==> src/rtl/axi_master_pkg.sv <==
// Shared AXI4 master definitions: state encoding, protocol codes and size helper.
// Used by both the burst write master and the burst read master.
package axi_master_pkg;

  localparam logic [2:0] ST_IDLE     = 3'd0;
  localparam logic [2:0] ST_WA_WAIT  = 3'd1;
  localparam logic [2:0] ST_WA_START = 3'd2;
  localparam logic [2:0] ST_AW_HS    = 3'd3;
  localparam logic [2:0] ST_WD_PROC  = 3'd4;
  localparam logic [2:0] ST_WB_WAIT  = 3'd5;
  localparam logic [2:0] ST_WR_DONE  = 3'd6;

  typedef enum logic [2:0] {
    IDLE      = ST_IDLE,
    WA_WAIT   = ST_WA_WAIT,
    WA_START  = ST_WA_START,
    AW_HS     = ST_AW_HS,
    WD_PROC   = ST_WD_PROC,
    WB_WAIT   = ST_WB_WAIT,
    WR_DONE_S = ST_WR_DONE
  } wr_state_e;

  localparam logic [1:0] BURST_INCR    = 2'b01;
  localparam logic [1:0] RESP_OKAY     = 2'b00;
  localparam logic [3:0] CACHE_BUF_MOD = 4'b0011;

  // AxSIZE encoding: log2 of bytes per beat.
  function automatic logic [2:0] axi_size(input int unsigned data_width);
    return 3'($clog2(data_width / 8));
  endfunction

endpackage

==> src/rtl/axi_beat_counter.sv <==
// Burst beat counter: counts accepted beats and flags the final one (cnt == len_m1).
module axi_beat_counter (
  input  logic       clk,
  input  logic       rst,
  input  logic       en,
  input  logic       clr,
  input  logic [7:0] len_m1,
  output logic [7:0] cnt,
  output logic       last_c
);

  always_ff @(posedge clk or posedge rst) begin
    if (rst) begin
      cnt <= 8'd0;
    end else if (clr) begin
      cnt <= 8'd0;
    end else if (en) begin
      cnt <= cnt + 8'd1;
    end
  end

  assign last_c = (cnt == len_m1);

endmodule

==> src/rtl/axi_master_write.sv <==
// AXI4 INCR burst write master draining an FWFT FIFO (1..MAX_BEATS beats per command).
// Optional BRESP error flag enabled by defining AXI_MASTER_WRITE_BRESP_CHECK_EN.
module axi_master_write
  import axi_master_pkg::*;
#(
  parameter int unsigned DATA_WIDTH = 64,
  parameter int unsigned ADDR_WIDTH = 32,
  parameter int unsigned MAX_BEATS  = 256
) (
  input  logic                      ACLK,
  input  logic                      ARESET,

  output logic                      M_AXI_AWID,
  output logic [ADDR_WIDTH-1:0]     M_AXI_AWADDR,
  output logic [7:0]                M_AXI_AWLEN,
  output logic [2:0]                M_AXI_AWSIZE,
  output logic [1:0]                M_AXI_AWBURST,
  output logic [1:0]                M_AXI_AWLOCK,
  output logic [3:0]                M_AXI_AWCACHE,
  output logic [2:0]                M_AXI_AWPROT,
  output logic [3:0]                M_AXI_AWQOS,
  output logic                      M_AXI_AWUSER,
  output logic                      M_AXI_AWVALID,
  input  logic                      M_AXI_AWREADY,

  output logic [DATA_WIDTH-1:0]     M_AXI_WDATA,
  output logic [DATA_WIDTH/8-1:0]   M_AXI_WSTRB,
  output logic                      M_AXI_WLAST,
  output logic                      M_AXI_WUSER,
  output logic                      M_AXI_WVALID,
  input  logic                      M_AXI_WREADY,

  input  logic                      M_AXI_BID,
  input  logic [1:0]                M_AXI_BRESP,
  input  logic                      M_AXI_BUSER,
  input  logic                      M_AXI_BVALID,
  output logic                      M_AXI_BREADY,

  input  logic                      WR_START,
  input  logic [ADDR_WIDTH-1:0]     WR_ADRS,
  input  logic [31:0]               WR_LEN,
  output logic                      WR_READY,

  output logic                      WR_FIFO_RE,
  input  logic [DATA_WIDTH-1:0]     WR_FIFO_DATA,
  input  logic                      WR_FIFO_EMPTY,

  output logic                      WR_DONE,
  output logic                      WR_ERR
);

  localparam int unsigned STRB_WIDTH = DATA_WIDTH / 8;

  wr_state_e             state;
  logic [ADDR_WIDTH-1:0] adrs_q;
  logic [7:0]            len_m1_q;
  logic                  awvalid_q;

  logic                  start_ok_c;
  logic [31:0]           len_clamp_c;
  logic                  w_hs_c;
  logic                  cnt_last_c;
  logic [7:0]            beat_cnt;

  assign start_ok_c  = (state == IDLE) && WR_START && (WR_LEN != 32'd0);
  assign len_clamp_c = (WR_LEN > 32'(MAX_BEATS)) ? 32'(MAX_BEATS) : WR_LEN;

  // Data beats follow FIFO occupancy directly; FWFT keeps WDATA stable while stalled.
  assign M_AXI_WVALID = (state == WD_PROC) && !WR_FIFO_EMPTY;
  assign w_hs_c       = M_AXI_WVALID && M_AXI_WREADY;
  assign M_AXI_WLAST  = M_AXI_WVALID && cnt_last_c;
  assign WR_FIFO_RE   = w_hs_c;

  assign M_AXI_BREADY = (state == WB_WAIT);
  assign WR_READY     = (state == IDLE);
  assign WR_DONE      = (state == WR_DONE_S);

  assign M_AXI_AWID    = 1'b0;
  assign M_AXI_AWADDR  = adrs_q;
  assign M_AXI_AWLEN   = len_m1_q;
  assign M_AXI_AWSIZE  = axi_size(DATA_WIDTH);
  assign M_AXI_AWBURST = BURST_INCR;
  assign M_AXI_AWLOCK  = 2'b00;
  assign M_AXI_AWCACHE = CACHE_BUF_MOD;
  assign M_AXI_AWPROT  = 3'b000;
  assign M_AXI_AWQOS   = 4'b0000;
  assign M_AXI_AWUSER  = 1'b1;
  assign M_AXI_AWVALID = awvalid_q;
  assign M_AXI_WDATA   = WR_FIFO_DATA;
  assign M_AXI_WSTRB   = {STRB_WIDTH{1'b1}};
  assign M_AXI_WUSER   = 1'b0;

  // Command sequencer: AW handshake, then W beats, then B response.
  always_ff @(posedge ACLK or posedge ARESET) begin
    if (ARESET) begin
      state     <= IDLE;
      adrs_q    <= '0;
      len_m1_q  <= 8'd0;
      awvalid_q <= 1'b0;
    end else begin
      case (state)
        IDLE: begin
          if (start_ok_c) begin
            adrs_q   <= WR_ADRS;
            len_m1_q <= 8'(len_clamp_c - 32'd1);
            state    <= WA_WAIT;
          end
        end
        WA_WAIT: state <= WA_START;
        WA_START: begin
          awvalid_q <= 1'b1;
          state     <= AW_HS;
        end
        AW_HS: begin
          if (awvalid_q && M_AXI_AWREADY) begin
            awvalid_q <= 1'b0;
            state     <= WD_PROC;
          end
        end
        WD_PROC: begin
          if (w_hs_c && cnt_last_c) state <= WB_WAIT;
        end
        WB_WAIT: begin
          if (M_AXI_BVALID) state <= WR_DONE_S;
        end
        WR_DONE_S: state <= IDLE;
        default:   state <= IDLE;
      endcase
    end
  end

  axi_beat_counter u_beat_counter (
    .clk    (ACLK),
    .rst    (ARESET),
    .en     (w_hs_c),
    .clr    (w_hs_c && cnt_last_c),
    .len_m1 (len_m1_q),
    .cnt    (beat_cnt),
    .last_c (cnt_last_c)
  );

`ifdef AXI_MASTER_WRITE_BRESP_CHECK_EN
  logic err_q;
  logic unused_ok;

  // Sticky until the next accepted command so the caller can read it with WR_DONE.
  always_ff @(posedge ACLK or posedge ARESET) begin
    if (ARESET) begin
      err_q <= 1'b0;
    end else if (start_ok_c) begin
      err_q <= 1'b0;
    end else if ((state == WB_WAIT) && M_AXI_BVALID && (M_AXI_BRESP != RESP_OKAY)) begin
      err_q <= 1'b1;
    end
  end

  assign WR_ERR    = err_q;
  assign unused_ok = ^{M_AXI_BID, M_AXI_BUSER, beat_cnt};
`else
  logic unused_ok;

  assign WR_ERR    = 1'b0;
  assign unused_ok = ^{M_AXI_BID, M_AXI_BUSER, M_AXI_BRESP, beat_cnt};
`endif

endmodule
==> config.mk <==
export PLATFORM = sky130hd
export DESIGN_NAME = axi_master_write
export DESIGN_NICKNAME = d
export VERILOG_FILES = /design/src/rtl/axi_master_pkg.sv /design/src/rtl/axi_beat_counter.sv /design/src/rtl/axi_master_write.sv
export SDC_FILE = /design/constraint.sdc
export NUM_CORES = 1
export LEC_CHECK = 0
export ABC_AREA = 0
export CAP_MARGIN = 5
export CORE_AREA = 2 2 107 109
export DETAILED_ROUTE_END_ITERATION = 7
export DIE_AREA = 0 0 109 111
export DONT_BUFFER_PORTS = 1
export PLACE_DENSITY = 0.46
export RECOVER_POWER = 100
export SLEW_MARGIN = 30
export SYNTH_ARGS = -nofsm -noshare
export SYNTH_HDL_FRONTEND = slang
export SYNTH_SLANG_ARGS = --single-unit
==> constraint.sdc <==
create_clock -name ACLK -period 1.8 [get_ports ACLK]
set_input_delay 0.27 -clock ACLK [delete_from_list [all_inputs] [get_ports ACLK]]
set_output_delay 0.27 -clock ACLK [all_outputs]
set_load 0.05 [all_outputs]
---- Word level (Yosys, flattened, before mapping) ----
Index checks and enable logic that the tools add are counted.
Widths: inputs -> output; s select.
word-level totals
  flip-flop bits (word level) ............. 52
  latch bits .............................. 0
  memory bits (writable) .................. 0
  ROM bits ................................ 0
  input port bits ......................... 139
  output and inout port bits .............. 141
  logic and storage cells ................. 44
  memories kept ........................... 0
cells by class
  add/sub/neg operators ................... 2
  multipliers ............................. 0
  div/mod/pow operators ................... 0
  magnitude comparators ................... 1
  eq/ne operators ......................... 11
  shift operators ......................... 0
  multiplexer cells ....................... 10
  bitwise logic cells ..................... 0
  reduce and logical (&&, ||, !) cells .... 15
operator list
  operator             count
  $gt 32x9->1 const B  1
  $reduce_bool 32->1   1
  $mux 8               3
  $pmux 3 s6           1
  $mux 3               4
  $eq 3x3->1 const B   3
  $add 8x1->8 const B  1
  $eq 8x8->1           1
  $sub 8x1->8 const B  1
  $logic_and 1x1->1    7
  $eq 3x2->1 const B   2
  $ne 2x1->1 const B   2
  $ne 2x2->1 const B   2
  $reduce_and 2->1     2
  $reduce_and 4->1     1
  $reduce_bool 2->1    2
  $eq 3x1->1 const B   1
  $logic_not 3->1      1
  $pmux 1 s2           1
  $logic_not 1->1      1
  $mux 1               1

---- Logic depth before layout (Yosys ltp) ----
  depth in word-level cells ............... 6
  depth in mapped cells ................... 9
  mapped depth without buffers ............ 9

---- Modules after synthesis ----
From an unflattened synthesis, not the netlist that was laid out.
unflattened totals
  cell total of the unflattened synthesis .. 304
  area, all modules ....................... 3235.6 µm²
modules (own cells, without submodules)
  module            instances  cells an instance  area an instance (µm²)
  axi_master_write  1          254                2757.6
  axi_beat_counter  1          50                 478.0

---- Worst setup path after synthesis ----
Ideal clock, no wire load.
  kind .................................... reg2reg
  start ................................... reg state[1]
  end ..................................... reg state[0]
  setup time .............................. 0.110 ns
  arrival time ............................ 3.731 ns
  required time ........................... 1.690 ns
  path slack .............................. -2.041 ns
  cell stages (with the launch flop) ...... 7
  path buffers ............................ 1
  cell sequence ........................... dfrtp_1 > clkbuf_1 > nor4b_1 > nand2_1 > inv_1 > a21boi_0 > o41ai_1
on the way
  cells in the longest elaborated chain, start to end .. 6
  elaborated cells on any way between the ends .. 17
  those cells by class .................... eq/ne: 9; mux: 1; reduce/logical: 7
RTL lines
  item                               line                     source
  from (decl)                        axi_master_write.sv:54   wr_state_e state;
  from (signal assigned)             axi_master_write.sv:96   state <= IDLE;
  from (signal assigned)             axi_master_write.sv:106  state <= WA_WAIT;
  from (signal assigned)             axi_master_write.sv:109  WA_WAIT: state <= WA_START;
  $eq 3x3->1                         axi_master_write.sv:69   assign M_AXI_WVALID = (state == WD_PROC) && !WR_FIFO_EMPTY;
  $logic_and 1x1->1                  axi_master_write.sv:69
  via M_AXI_WVALID                   axi_master_write.sv:30   output logic M_AXI_WVALID,
  $logic_and 1x1->1                  axi_master_write.sv:70   assign w_hs_c = M_AXI_WVALID && M_AXI_WREADY;
  via WR_FIFO_RE                     axi_master_write.sv:44   output logic WR_FIFO_RE,
  $logic_and 1x1->1                  axi_master_write.sv:121  if (w_hs_c && cnt_last_c) state <= WB_WAIT;
  $ne 2x1->1 (no source line)        n/a
  $reduce_and 4->1 (no source line)  n/a
The timed path passes the listed nets, and every way through them passes these cells.
A chain may end at the register's enable or synchronous reset.

---- Final worst setup path ----
  start ................................... reg len_m1_q[7], in the netlist M_AXI_AWLEN[7]
  end ..................................... out M_AXI_WLAST
on the way
  cells in the longest elaborated chain, start to end .. 2
RTL lines
  item                    line                     source
  from (decl)             axi_master_write.sv:56   logic [7:0] len_m1_q;
  from (signal assigned)  axi_master_write.sv:105  len_m1_q <= 8'(len_clamp_c - 32'd1);
  $eq 8x8->1              axi_beat_counter.sv:22   assign last_c = (cnt == len_m1);
  $logic_and 1x1->1       axi_master_write.sv:71   assign M_AXI_WLAST = M_AXI_WVALID && cnt_last_c;
  to (decl)               axi_master_write.sv:28   output logic M_AXI_WLAST,
Every way passes these cells.

==> impl_metrics.csv <==
group,metric,value,unit
pwr,power.density,1750,mW/mm^2
worst_setup_path,endpoint,"M_AXI_WLAST",
place,dp_worst_setup_slack,-0.3561,ns
cells_and_area,drive_above_1_share,37.63,%
clocking,cts_tree,"built",
timing,tightest_slew,0.7505,ns
pwr,p_leak,1.538,nW
place,place_area,0.003344,mm^2
cells_and_area,diodes,0,
synth,syn_inst,309,
worst_setup_path,worst_setup_path_start_kind,"flop",
clocking,cts_root_buf,"clkbuf_16",
synth,ys.flop_type,"dfrtp_1",
cells_and_area,area_growth,5.030,%
synth,synth-compound-area-share,5.999,%
outcome,violations,"negative setup slack",
drt,wl_met3,977,um
floorplan,die_w,109,um
drt,drc,0,
flow_run,max_cap_viol_count,0,
timing,hold_viol,0,
synth,synth.cell_area,0.003358,mm^2
floorplan,fp.dieArea,0.01210,mm^2
worst_setup_path,cp_max_fo,2,
synth,yosys.area.top_type,"dfrtp_1",
timing,timing.final.ws_setup,-0.1293,ns
place,dp_hpwl,5693,um
floorplan,dieHeight,111,um
place,io_buffers,0,
synth,synth_edf_count,0,
global_route,grt_usage,11.23,%
global_route,grt_first_pass_wirelength,10330,um
place,gp_congestion,0.7430,
worst_setup_path,reg2reg_to,"M_AXI_AWADDR[10]$_DFFE_PP0P_",
drt,drt_iter0_drc,99,
pwr,ir_worst_vdd,0.0008046,V
clocking,numClockSinks,52,
drt,first_pass_iters,3,
timing,maxSlewViolCount,0,
drt,totalWireLength,7104,um
hold_path,hold_path_class,"primary input to flop",
synth,synth_top_area_share,38.75,%
synth,synth-simple-area-share,10.92,%
synth,synth_fa_ha_area_share,0.7452,%
drt,wl_met2,3482,um
global_route,first_global_vias,1901,
clocking,cts_made_buffers,5,
timing,max_freq,518.3,MHz
synth,ys_types,41,
drt,highest_layer,"met4",
global_route,grt_max_degree,39,
timing,relSlewSlack,49.97,%
floorplan,start_util,30.32,%
timing,holdWs,0.1128,ns
synth,synth_most_common_cell,"buf_4",
clocking,h-tree-depth,2,
synth,synth.area.mux_share,17.03,%
synth,syn_avg_cell_area,10.87,um^2
worst_setup_path,crit_required,1.53,ns
worst_setup_path,arrival,1.66,ns
timing,post-route-period-util,107.2,%
cells_and_area,finish.instance_area,0.003527,mm^2
floorplan,fp-row-count,39,
drt,detail_route.wl_per_cell,16.22,um
worst_setup_path,r2r_cells,6,
synth,synth_xor_area_share,2.869,%
worst_setup_path,critPathKind,"flop to primary output",
timing,fin_crit,1.929,ns
worst_setup_path,setup.worst_path.start,"M_AXI_AWLEN[7]$_DFFE_PP0P_",
clocking,path_clk_slew,0.08,ns
synth,synth-seq-cells,52,
clocking,cts_buffer_depth,2,
worst_setup_path,r2r_slack,0.02,ns
synth,synthTopCellsByArea,"dfrtp_1 39%, buf_4 21%, mux2_4 16%",
worst_setup_path,r2r-start,"state[1]$_DFFE_PP0P_",
timing,rsz0062_at_grt,"true",
floorplan,core_region_area,0.01108,mm^2
drt,ant_nets,0,
synth,synth_top_family_by_area,"buffers and inverters",
synth,ys_top_cells_by_count,"94 x buf_4, 52 x dfrtp_1, 36 x mux2_4, 13 x nand2_1, 12 x o21ai_0",
synth,synth_seq_area_share,38.75,%
clocking,clock_latency,0.30,ns
timing,setup_viol,37,
outcome,status,"finished, violations left",
cells_and_area,fin_nets,435,
timing,fin_skew,0.01101,ns
synth,async_flop_share,100.0,%
cells_and_area,n_fill_cell,1129,
synth,yosysWarnings,0,
floorplan,pin_count,280,
global_route,antenna_found_initial,0,
drt,num_vias,1978,
drt,drt-met1-wl,2503,um
drt,via_per_inst,4.516,
global_route,overflow,0,
pwr,power,6.171,mW
worst_setup_path,cp-end-kind,"primary output",
[routing by layer]
layer	vias to the layer above	GRT usage [%]
met3	16	5.879
met2	126	18.47
met1	934	12.18
met4	0	4.017
met5	-	0
li1	902	-
[critical path, stage by stage (launching register included)]
cell and delay [ns]:
dfrtp_1 0.39, xor2_1 0.17, nor4_2 0.32, buf_4 0.17, and3_4 0.18, buf_12 0.13
[worst min path at each step]
stage               cells past startpoint                           end         start
floorplan                               2          state[1]$_DFFE_PP0P_  M_AXI_BVALID
global placement                        1  M_AXI_AWADDR[21]$_DFFE_PP0P_        ARESET
detailed placement                      1  M_AXI_AWADDR[21]$_DFFE_PP0P_        ARESET
CTS                                     1  M_AXI_AWADDR[31]$_DFFE_PP0P_   WR_ADRS[31]
global route                            1   M_AXI_AWADDR[2]$_DFFE_PP0P_    WR_ADRS[2]
finish                                  1  M_AXI_AWADDR[31]$_DFFE_PP0P_   WR_ADRS[31]
[report_power, final]
part	switching [mW]	internal [mW]	leakage, nW	total [mW]
combinational	0.941	0.974	0.859	1.91
clock	0.455	0.514	0.0736	0.969
sequential	1.66	1.62	0.605	3.29
total	3.06	3.11	1.54	6.17
[flip-flops by register name, summed over array words and instances, names as in the netlist]
name,flops
u_beat_counter.cnt,8
M_AXI_AWADDR,32
state,3
M_AXI_AWVALID,1
M_AXI_AWLEN,8
[layout make-up]
class	instances	area [um^2]	area share (%)
flip-flops and latches	52	1308	37.07
clock inverters	3	18.77	0.5321
multi-input cells	177	1465	41.54
well taps	143	178.9	5.073
repair buffers	50	397.9	11.28
clock buffers	5	125.1	3.547
inverters	8	33.78	0.9578
[cell families after synthesis]
family          count (synthesis)
flops                          52
mux                            39
fa+ha+maj                       2
other cells                     2
simple gates                   64
buf+inv                       108
xor+xnor                       11
compound gates                 31
[cells in the final DEF, fill, tap and decap left out, drive strengths merged, types with 8 or more instances in the layout]
master / instances
buf: 36
clkbuf: 18
conb: 30
dfrtp: 52
mux2: 37
nand2: 13
nor3: 9
nor4: 8
o21ai: 12
xor2: 9
[repair_timing]
item / CTS / global route
resized for setup: 5 / 8
endpoints found under the hold margin: 14 / 0
setup buffers: 6 / 1
setup endpoints to repair: 13 / 31
pin swaps: 5 / 3
hold buffers: 1 / 0
cloned: 0 / 0
[per-stage QoR]
| stage | util (%) | TNS [ns] | cells |
|---|---|---|---|
| final | 31.84 | -3.108 | 438 |
| after global routing | 31.84 | -3.880 | 438 |
| after CTS | 32.15 | -0.2073 | 437 |
| after detailed placement | 30.19 | -11.95 | 422 |
| after global placement | 30.19 | -11.76 | 422 |
| after floorplan | - | -11.86 | 337 |
(Power assumes the default switching activity.)
